===== src/rtl/multicyc_exec_ctrl.sv =====
// multicyc_exec_ctrl: multi-cycle multiply/divide sequencer for the EX stage; MULTICYC_MADD_EN adds MADD/MADDU/MSUB/MSUBU
package multicyc_exec_pkg;
  typedef enum logic [3:0] {
    OP_NOP, OP_MULT, OP_MULTU, OP_MUL, OP_DIV, OP_DIVU,
    OP_MADD, OP_MADDU, OP_MSUB, OP_MSUBU, OP_MTHI, OP_MTLO
  } oper_t;
endpackage

module multicyc_exec_ctrl
  import multicyc_exec_pkg::*;
(
  input logic clk,
  input logic rst_n,
  multicyc_exec_ctrl_if.slave bus
);
  typedef enum logic [2:0] {IDLE, MUL, DIV, FIXUP, DONE} state_t;
  state_t state;
  oper_t op, op_r;
  logic is_acc, is_mul, is_div, multi, accept, sgn_in, sgn_r, neg_q, neg_r;
  logic [4:0] cnt;
  logic [31:0] a, b, rem, quo;
  logic [32:0] sh;
  logic [63:0] prod, res;
`ifdef MULTICYC_MADD_EN
  logic [63:0] hilo_r;
  assign is_acc = op inside {OP_MADD, OP_MADDU, OP_MSUB, OP_MSUBU};
`else
  assign is_acc = 1'b0;
`endif
  assign op = oper_t'(bus.req_op);
  assign is_mul = is_acc | (op inside {OP_MULT, OP_MULTU, OP_MUL});
  assign is_div = op inside {OP_DIV, OP_DIVU};
  assign multi = bus.req_valid & (is_mul | is_div) & ~bus.flush;
  assign accept = multi & (state == IDLE);
  assign sgn_in = op inside {OP_MULT, OP_MUL, OP_MADD, OP_MSUB, OP_DIV};
  assign sh = {rem, quo[31]};
  assign bus.stall_o = multi & (state != DONE);
  assign bus.done_o = state == DONE;
  assign bus.reg_o = (state == DONE && op_r == OP_MUL) ? res[31:0] : '0;
  assign bus.hilo_o = bus.done_o ? res : !bus.req_valid ? bus.hilo_i :
                      op == OP_MTHI ? {bus.reg1, bus.hilo_i[31:0]} :
                      op == OP_MTLO ? {bus.hilo_i[63:32], bus.reg1} : bus.hilo_i;

  function automatic logic [31:0] mag(input logic [31:0] x, input logic s);
    return (s & x[31]) ? -x : x;
  endfunction

  // sequencer: latch operands on accept, then run the multiply pipe or the restoring divider
  always_ff @(posedge clk)
    if (!rst_n) begin
      state <= IDLE;
      op_r <= OP_NOP;
      {sgn_r, neg_q, neg_r} <= '0;
      cnt <= '0;
      {a, b, rem, quo} <= '0;
      {prod, res} <= '0;
`ifdef MULTICYC_MADD_EN
      hilo_r <= '0;
`endif
    end else if (bus.flush) state <= IDLE;
    else case (state)
      IDLE: if (accept) begin
        op_r <= op;
        sgn_r <= sgn_in;
        cnt <= '0;
        rem <= '0;
        a <= bus.reg1;
        neg_q <= sgn_in & (bus.reg1[31] ^ bus.reg2[31]);
        neg_r <= sgn_in & bus.reg1[31];
`ifdef MULTICYC_MADD_EN
        hilo_r <= bus.hilo_i;
`endif
        if (is_mul) begin
          b <= bus.reg2;
          state <= MUL;
        end else if (bus.reg2 == '0) begin
          res <= bus.hilo_i;
          state <= DONE;
        end else begin
          b <= mag(bus.reg2, sgn_in);
          quo <= mag(bus.reg1, sgn_in);
          state <= DIV;
        end
      end
      MUL: if (cnt == '0) begin
        prod <= {{32{sgn_r & a[31]}}, a} * {{32{sgn_r & b[31]}}, b};
        cnt <= cnt + 5'd1;
      end else begin
`ifdef MULTICYC_MADD_EN
        res <= (op_r inside {OP_MADD, OP_MADDU}) ? hilo_r + prod :
               (op_r inside {OP_MSUB, OP_MSUBU}) ? hilo_r - prod : prod;
`else
        res <= prod;
`endif
        state <= DONE;
      end
      DIV: begin
        rem <= (sh >= {1'b0, b}) ? 32'(sh - {1'b0, b}) : sh[31:0];
        quo <= {quo[30:0], sh >= {1'b0, b}};
        cnt <= cnt + 5'd1;
        if (cnt == 5'd31) state <= FIXUP;
      end
      FIXUP: begin
        res <= {neg_r ? -rem : rem, neg_q ? -quo : quo};
        state <= DONE;
      end
      default: state <= IDLE;
    endcase
endmodule


===== src/rtl/multicyc_exec_ctrl_if.sv =====
// multicyc_exec_ctrl_if: EX-stage request/response bundle between the pipeline and multicyc_exec_ctrl
interface multicyc_exec_ctrl_if;
  logic        flush;
  logic        req_valid;
  logic [3:0]  req_op;
  logic [31:0] reg1;
  logic [31:0] reg2;
  logic [63:0] hilo_i;
  logic        stall_o;
  logic        done_o;
  logic [63:0] hilo_o;
  logic [31:0] reg_o;
  modport master (output flush, req_valid, req_op, reg1, reg2, hilo_i, input stall_o, done_o, hilo_o, reg_o);
  modport slave  (input flush, req_valid, req_op, reg1, reg2, hilo_i, output stall_o, done_o, hilo_o, reg_o);
endinterface


===== src/flat_wrapper.sv =====
// flat-port wrapper written by rule: the top's interface ports become plain ports
module multicyc_exec_ctrl_flat import multicyc_exec_pkg::*;
  (clk, rst_n, bus_flush, bus_req_valid, bus_req_op, bus_reg1, bus_reg2, bus_hilo_i, bus_stall_o, bus_done_o, bus_hilo_o, bus_reg_o);
  multicyc_exec_ctrl_if bus_i ();
  input logic clk;
  input logic rst_n;
  input wire logic [$bits(bus_i.flush)-1:0] bus_flush;
  input wire logic [$bits(bus_i.req_valid)-1:0] bus_req_valid;
  input wire logic [$bits(bus_i.req_op)-1:0] bus_req_op;
  input wire logic [$bits(bus_i.reg1)-1:0] bus_reg1;
  input wire logic [$bits(bus_i.reg2)-1:0] bus_reg2;
  input wire logic [$bits(bus_i.hilo_i)-1:0] bus_hilo_i;
  output wire logic [$bits(bus_i.stall_o)-1:0] bus_stall_o;
  output wire logic [$bits(bus_i.done_o)-1:0] bus_done_o;
  output wire logic [$bits(bus_i.hilo_o)-1:0] bus_hilo_o;
  output wire logic [$bits(bus_i.reg_o)-1:0] bus_reg_o;
  assign bus_i.flush = bus_flush;
  assign bus_i.req_valid = bus_req_valid;
  assign bus_i.req_op = bus_req_op;
  assign bus_i.reg1 = bus_reg1;
  assign bus_i.reg2 = bus_reg2;
  assign bus_i.hilo_i = bus_hilo_i;
  assign bus_stall_o = bus_i.stall_o;
  assign bus_done_o = bus_i.done_o;
  assign bus_hilo_o = bus_i.hilo_o;
  assign bus_reg_o = bus_i.reg_o;
  multicyc_exec_ctrl u_core (.clk(clk), .rst_n(rst_n), .bus(bus_i));
endmodule

===== config.mk =====
export PLATFORM = sky130hd
export DESIGN_NAME = multicyc_exec_ctrl_flat
export DESIGN_NICKNAME = d
export VERILOG_FILES = /design/src/rtl/multicyc_exec_ctrl.sv /design/src/rtl/multicyc_exec_ctrl_if.sv /design/src/flat_wrapper.sv
export SDC_FILE = /design/constraint.sdc
export NUM_CORES = 2
export LEC_CHECK = 0
export BUFFER_PORTS_ARGS = -buffer_cell sky130_fd_sc_hd__buf_2
export CAP_MARGIN = 15
export CORE_ASPECT_RATIO = 1.5
export CORE_MARGIN = 5
export CORE_UTILIZATION = 40
export CTS_BUF_LIST = sky130_fd_sc_hd__clkbuf_4 sky130_fd_sc_hd__clkbuf_8
export DETAILED_ROUTE_END_ITERATION = 10
export HOLD_SLACK_MARGIN = 0.12
export PLACE_DENSITY_LB_ADDON = 0.25
export SLEW_MARGIN = 40
export SYNTH_ARGS = -nofsm -noshare
export SYNTH_HDL_FRONTEND = slang
export SYNTH_SLANG_ARGS = --single-unit

===== constraint.sdc =====
create_clock -name clk -period 9.4 [get_ports clk]
set_input_delay 1.88 -clock clk [delete_from_list [all_inputs] [get_ports clk]]
set_output_delay 1.88 -clock clk [all_outputs]
set_load 0.03 [all_outputs]

# Word level (Yosys, flattened, before mapping)
# Cells that the tools add are included.
word_totals:
  latchBits: 0
  out_inout_bits: 98
  n_memories: 0
  word_cells: 108
  regBits: 271
  rom_bits: 0
  ram_bits: 0
op_classes:
  magnitude_cmp: 1
  n_addsub: 6
  bitwise: 13
  div: 0
  n_reduce_logical: 19
  n_eq_ne: 24
  shifts: 0
  n_mux: 32
  mul: 1
op_table:
  columns: ["operator", "n"]
  rows:
  - ["two-way mux 64 bit", 7]
  - ["two-way mux 32 bit", 13]
  - ["case mux 64 bit (3 select lines)", 1]
  - ["negator 32 bit", 4]
  - ["case mux 32 bit (2 select lines)", 2]
  - ["multiplier 33 x 33 -> 64 bit", 1]
  - [">= comparator 33 x 32 -> 1 bit", 1]
  - ["logical NOT 32 bit", 1]
  - ["subtractor 32 bit", 1]
  - ["two-way mux 3 bit", 5]
  - ["case mux 5 bit (3 select lines)", 1]
  - ["equality test 4 x 2 -> 1 bit, second input constant", 3]
  - ["equality test 4 x 3 -> 1 bit, second input constant", 3]
  - ["equality test 4 bit, second input constant", 3]
  - ["case mux 3 bit (4 select lines)", 1]
  - ["AND reduction 3 bit", 4]
  - ["two-way mux 5 bit", 2]
  - ["AND 1 bit", 9]
  - ["nonzero test 3 bit", 3]
  - ["inequality test 2 x 1 -> 1 bit, second input constant", 4]
  - ["inequality test 2 bit, second input constant", 4]
  - ["AND reduction 4 bit", 2]
  - ["equality test 3 x 2 -> 1 bit, second input constant", 2]
  - ["AND reduction 6 bit", 1]
  - ["other kinds (16)", 18]

# Logic depth before layout (Yosys ltp)
depth:
  ltp_word: 8
  ltp_mapped: 32

# Worst setup path before layout
# No wires, ideal clock.
synth_timing:
  path_kind: "flip-flop to flip-flop"
  start: "register u_core.sgn_r"
  end: "register u_core.prod[60]"
  t_arrival_ns: 8.123
  slack_ns: 1.202
  stages_incl_launch_ff: 28
  path_cell_list: "dfxtp_1 > clkbuf_1 > and2_1 > clkbuf_1 > clkbuf_1 > nand2_1 > inv_1 > fa_1 > inv_1 > fa_1 > inv_1 > fa_1 > fa_1 > inv_1 > fa_1 > fa_1 > fa_1 > fa_1 > inv_1 > ha_1 > a21oi_1 > o21ai_0 > a2111o_1 > o31ai_1 > o221ai_1 > o21ai_0 > mux2_2 > o22ai_1"
synth_between:
  elab_chain_cells: 2
  word_cells_on_any_way: 3
  cone_classes: "1 x mul; 2 x bitwise"
synth_lines:
  columns: ["element", "line_no", "rtl"]
  rows:
  - ["start: declaration", "multicyc_exec_ctrl.sv:19", "logic is_acc, is_mul, is_div, multi, accept, sgn_in, sgn_r, neg_q, neg_r;"]
  - ["start signal: assignment", "multicyc_exec_ctrl.sv:64", "sgn_r <= sgn_in;"]
  - ["AND 1 bit", "multicyc_exec_ctrl.sv:86", "prod <= {{32{sgn_r & a[31]}}, a} * {{32{sgn_r & b[31]}}, b};"]
  - ["multiplier 33 x 33 -> 64 bit (*)", "multicyc_exec_ctrl.sv:86", null]
  - ["end signal: assignment", "multicyc_exec_ctrl.sv:86", null]
  - ["end: declaration", "multicyc_exec_ctrl.sv:23", "logic [63:0] prod, res;"]
# Every way passes the cells marked *; elsewhere a longest branch is shown, timed or not.
# A chain may end at the register's enable or synchronous reset.

# Worst setup path after layout
layout_timing:
  start: "register u_core.b[3]"
  end: "register u_core.prod[60]"
layout_between:
  elab_chain_cells: 1
layout_lines:
  columns: ["element", "line_no", "rtl"]
  rows:
  - ["start: declaration", "multicyc_exec_ctrl.sv:21", "logic [31:0] a, b, rem, quo;"]
  - ["start signal: assignment", "multicyc_exec_ctrl.sv:74", "b <= bus.reg2;"]
  - ["start signal: assignment", "multicyc_exec_ctrl.sv:80", "b <= mag(bus.reg2, sgn_in);"]
  - ["multiplier 33 x 33 -> 64 bit", "multicyc_exec_ctrl.sv:86", null]
# No other way between the ends.

==> results by group <==
Status
  • Status: finished clean

Global routing
  • Largest net degree at the start of global routing: ~130
  • Vias in the first global route: 47400
  • Initial antenna violation count: 14
  • Congestion Overflow GR: 0
  • First-pass GRT wire length: about 270 mm
  • Total track usage: between 20% and 30%

Detailed routing
  • Via count: 44500
  • First drt pass iteration count: 6
  • First DRT Iteration DRCs: about 2800
  • Overall routed net length: 175 mm
  • Final routed DRC violation total: 0
  • Vias per cell: between 5 and 6
  • Post-DRT Antenna Nets: 0
  • DR WL/cell: 21.1 um

Logic synthesis
  • Number of synthesized flops with an enable pin: 0
  • Post-Syn Area: 54700 um2
  • Seq/Total Area, Yosys: under 10%
  • Cell taking the most area after synthesis: fa_1
  • Most used DFF post-synth: dfxtp_1
  • Yosys warns: 0
  • Syn avg cell area: 8.47 um2
  • Post-synth top area share: 41.2%
  • Netlist cell types: 76
  • Flops & latches, synth: 271
  • Synthesized Nets: roughly 8000
  • Synth top area cells: fa_1 41%, dfxtp_1 9.9%, inv_1 8.0%
  • Post-Syn Instances: around 6500
  • Async SR Flop Fraction: 0%

Power and ir drop
  • Clk pwr share: between 30% and 40%
  • Sw power: about 1200 uW
  • Sequential Power Share: about 36%
  • Share of total power in combinational logic: 24.8%
  • Switch share: between 30% and 40%
  • P_int: around 2100 uW
  • VDD IR max: approximately 0.00012 V
  • P_leak: about 0.027 uW
  • P per Cell Area: between 50 and 60 nW/um2

Setup path
  • Worst Path Max Fanout: 12
  • Crit end category: flop
  • CP required: 9.98 ns
  • CP Launch Type: flop
  • Worst EP arrival: 9.34 ns
  • Worst Reg-to-Reg Cells: 25
  • Critical path type: flop to flop

Worst hold path
  • Hold Path Class: flop to flop
  • Hold Crit Depth: 2

Finish
  • P&R area growth vs syn: 8.06%
  • Fraction of layout instances using a drive strength above 1: under 10%
  • Final instance area: roughly 60000 um2
  • Post-layout net count: around 8000
  • Commonest non-fill, non-tap cell in the layout: inv_1
  • Commonest cells after routing, fill and taps aside: 1159 x inv_1, 1126 x fa_1, 1057 x nand2_1

STA
  • Period minus WS final: approximately 8.8 ns
  • Finish-stage setup viols: 0
  • Slew Limit Fails: 0
  • Hold Fails Final Rpt: 0
  • Slew @ Worst Pin: between 0.8 and 0.9 ns
  • RSZ-0062 raised after global routing: no
  • Setup Skew: approximately 0.046 ns
  • FMAX: 114 MHz
  • Worst relative slew slack: approximately 45%
  • Period utilisation layout: between 90% and 100%
  • Setup tns final: 0 ns

Clock network
  • CTS H-tree lvls: 2
  • Clk slew on worst S/H paths: 0.06 ns
  • Clock latency on the worst-skew pair: ~0.71 ns
  • Total clock sinks: 271
  • CTS tree: done
  • Max clock buf depth: 3
  • Hold-fix buffers, CTS: 0
  • Post-cts sizing count: 0
  • TritonCTS Buffers: 52
  • Root Driver: clkbuf_8
  • Post-CTS Setup Repair Bufs: 0

Die
  • Die Width: approximately 310 um
  • # IOs: about 230
  • Core ar.: 136000 um2
  • Die area: around 140000 um2
  • Row count: 166
  • Die Ht: between 400 and 500 um
  • Initial core utilization: approximately 40%

Placed design
  • DP Area: approximately 58000 um2
  • I/O Buffers: around 230
  • Hpwl dp: approximately 140 mm
  • Gpl congestion: 0.966

Flow run
  • Max-cap violations: 0
==> Yosys cell counts (all sizes together) (105+ instances only) <==
master     n
a211oi   152
a21oi    255
and2     386
clkbuf   396
dfxtp    271
fa      1126
ha       251
inv     1159
mux2i    112
nand2   1058
nor2     332
o21ai    178
xnor2    105
xor2     109
==> worst max-delay path: stages (launching register included) <==
cell and delay, ns:
dfxtp_1 0.74, buf_4 0.33, nand2_1 0.10, fa_1 0.56, fa_1 0.49, inv_1 0.05
fa_1 0.48, inv_1 0.06, fa_1 0.56, fa_1 0.46, fa_1 0.54, fa_1 0.50
inv_1 0.05, fa_1 0.48, ha_1 0.41, a21oi_1 0.32, o211a_1 0.20, o31ai_1 0.06
a31oi_1 0.36, a211oi_1 0.15, buf_4 0.20, o31ai_1 0.61, o221ai_1 0.23, o21ai_0 0.25
mux2_2 0.36, o22ai_1 0.11
==> metal layers <==
layer	GRT usage, %	vias to the layer above	wire length, um
met1	30.5	22700	68900
met5	0	-	42
li1	-	19900	-
met3	2.68	352	10400
met4	8.58	8	7450
met2	42.8	1521	88100
==> power groups by stage <==
stage | sequential (uW) | combinational [uW] | clock, uW
after floorplan | 1200 | 529 | 0
after global placement | 1240 | 813 | 0
after detailed placement | 1240 | 817 | 0
after CTS | 1220 | 826 | 1320
after global routing | 1220 | 894 | 1360
final | 1220 | 831 | 1300
==> flip-flops by register name, indices dropped and copies added (netlist names) <==
signal and count:
u_core.res 64, u_core.b 32, u_core.neg_q 1, u_core.cnt 5, u_core.prod 64, u_core.state 3
u_core.quo 32, u_core.a 32, u_core.neg_r 1, u_core.rem 32, u_core.op_r 4, u_core.sgn_r 1
==> kinds of logic after synthesis <==
group | after synthesis | share of synthesized area [%]
adders and majority gates | 1377 | 47.0
xor gates and xnor gates | 214 | 3.43
muxes | 115 | 2.11
DFF | 271 | 9.92
AOI/OAI and AO/OA | 800 | 9.19
and+or+nand+nor | 2108 | 17.6
buffers and inverters | 1574 | 10.8
==> metrics by stage <==
stage	setup WS [ns]	total power (uW)	util, %	cells	hold WS, ns
after detailed placement	0.715	2060	42.5	8204	0.447
after floorplan	1.20	1730	-	6459	0.427
final	0.642	3340	43.4	8303	0.460
after global placement	0.0954	2050	42.5	8201	0.439
after CTS	0.650	3360	43.3	8294	0.457
after global routing	0.233	3470	43.4	8296	0.468
==> worst paths after layout <==
| check | slack (ns) | endpoint | start |
|---|---|---|---|
| min | 0.46 | u_core.op_r[1]$_SDFFE_PN0P_ | u_core.op_r[1]$_SDFFE_PN0P_ |
| max | 0.64 | u_core.prod[60]$_SDFFE_PN0P_ | u_core.b[3]$_SDFFE_PN0P_ |
| max reg2reg | 0.64 | u_core.prod[60]$_SDFFE_PN0P_ | u_core.b[3]$_SDFFE_PN0P_ |
| min reg2reg | 0.46 | u_core.op_r[1]$_SDFFE_PN0P_ | u_core.op_r[1]$_SDFFE_PN0P_ |
==> area by class of cell <==
class	count	area (um2)
Sequential cell	271	5450
Clock buffer	80	1010
Timing Repair Buffer	395	2560
Tap cell	1764	2210
Fill cell	13700	77200
Multi-Input combinational cell	4614	43400
Clock inverter	10	91.3
Antenna cell	9	22.5
Inverter	1160	4360
No activity file was read; power rests on OpenSTA's default activity.
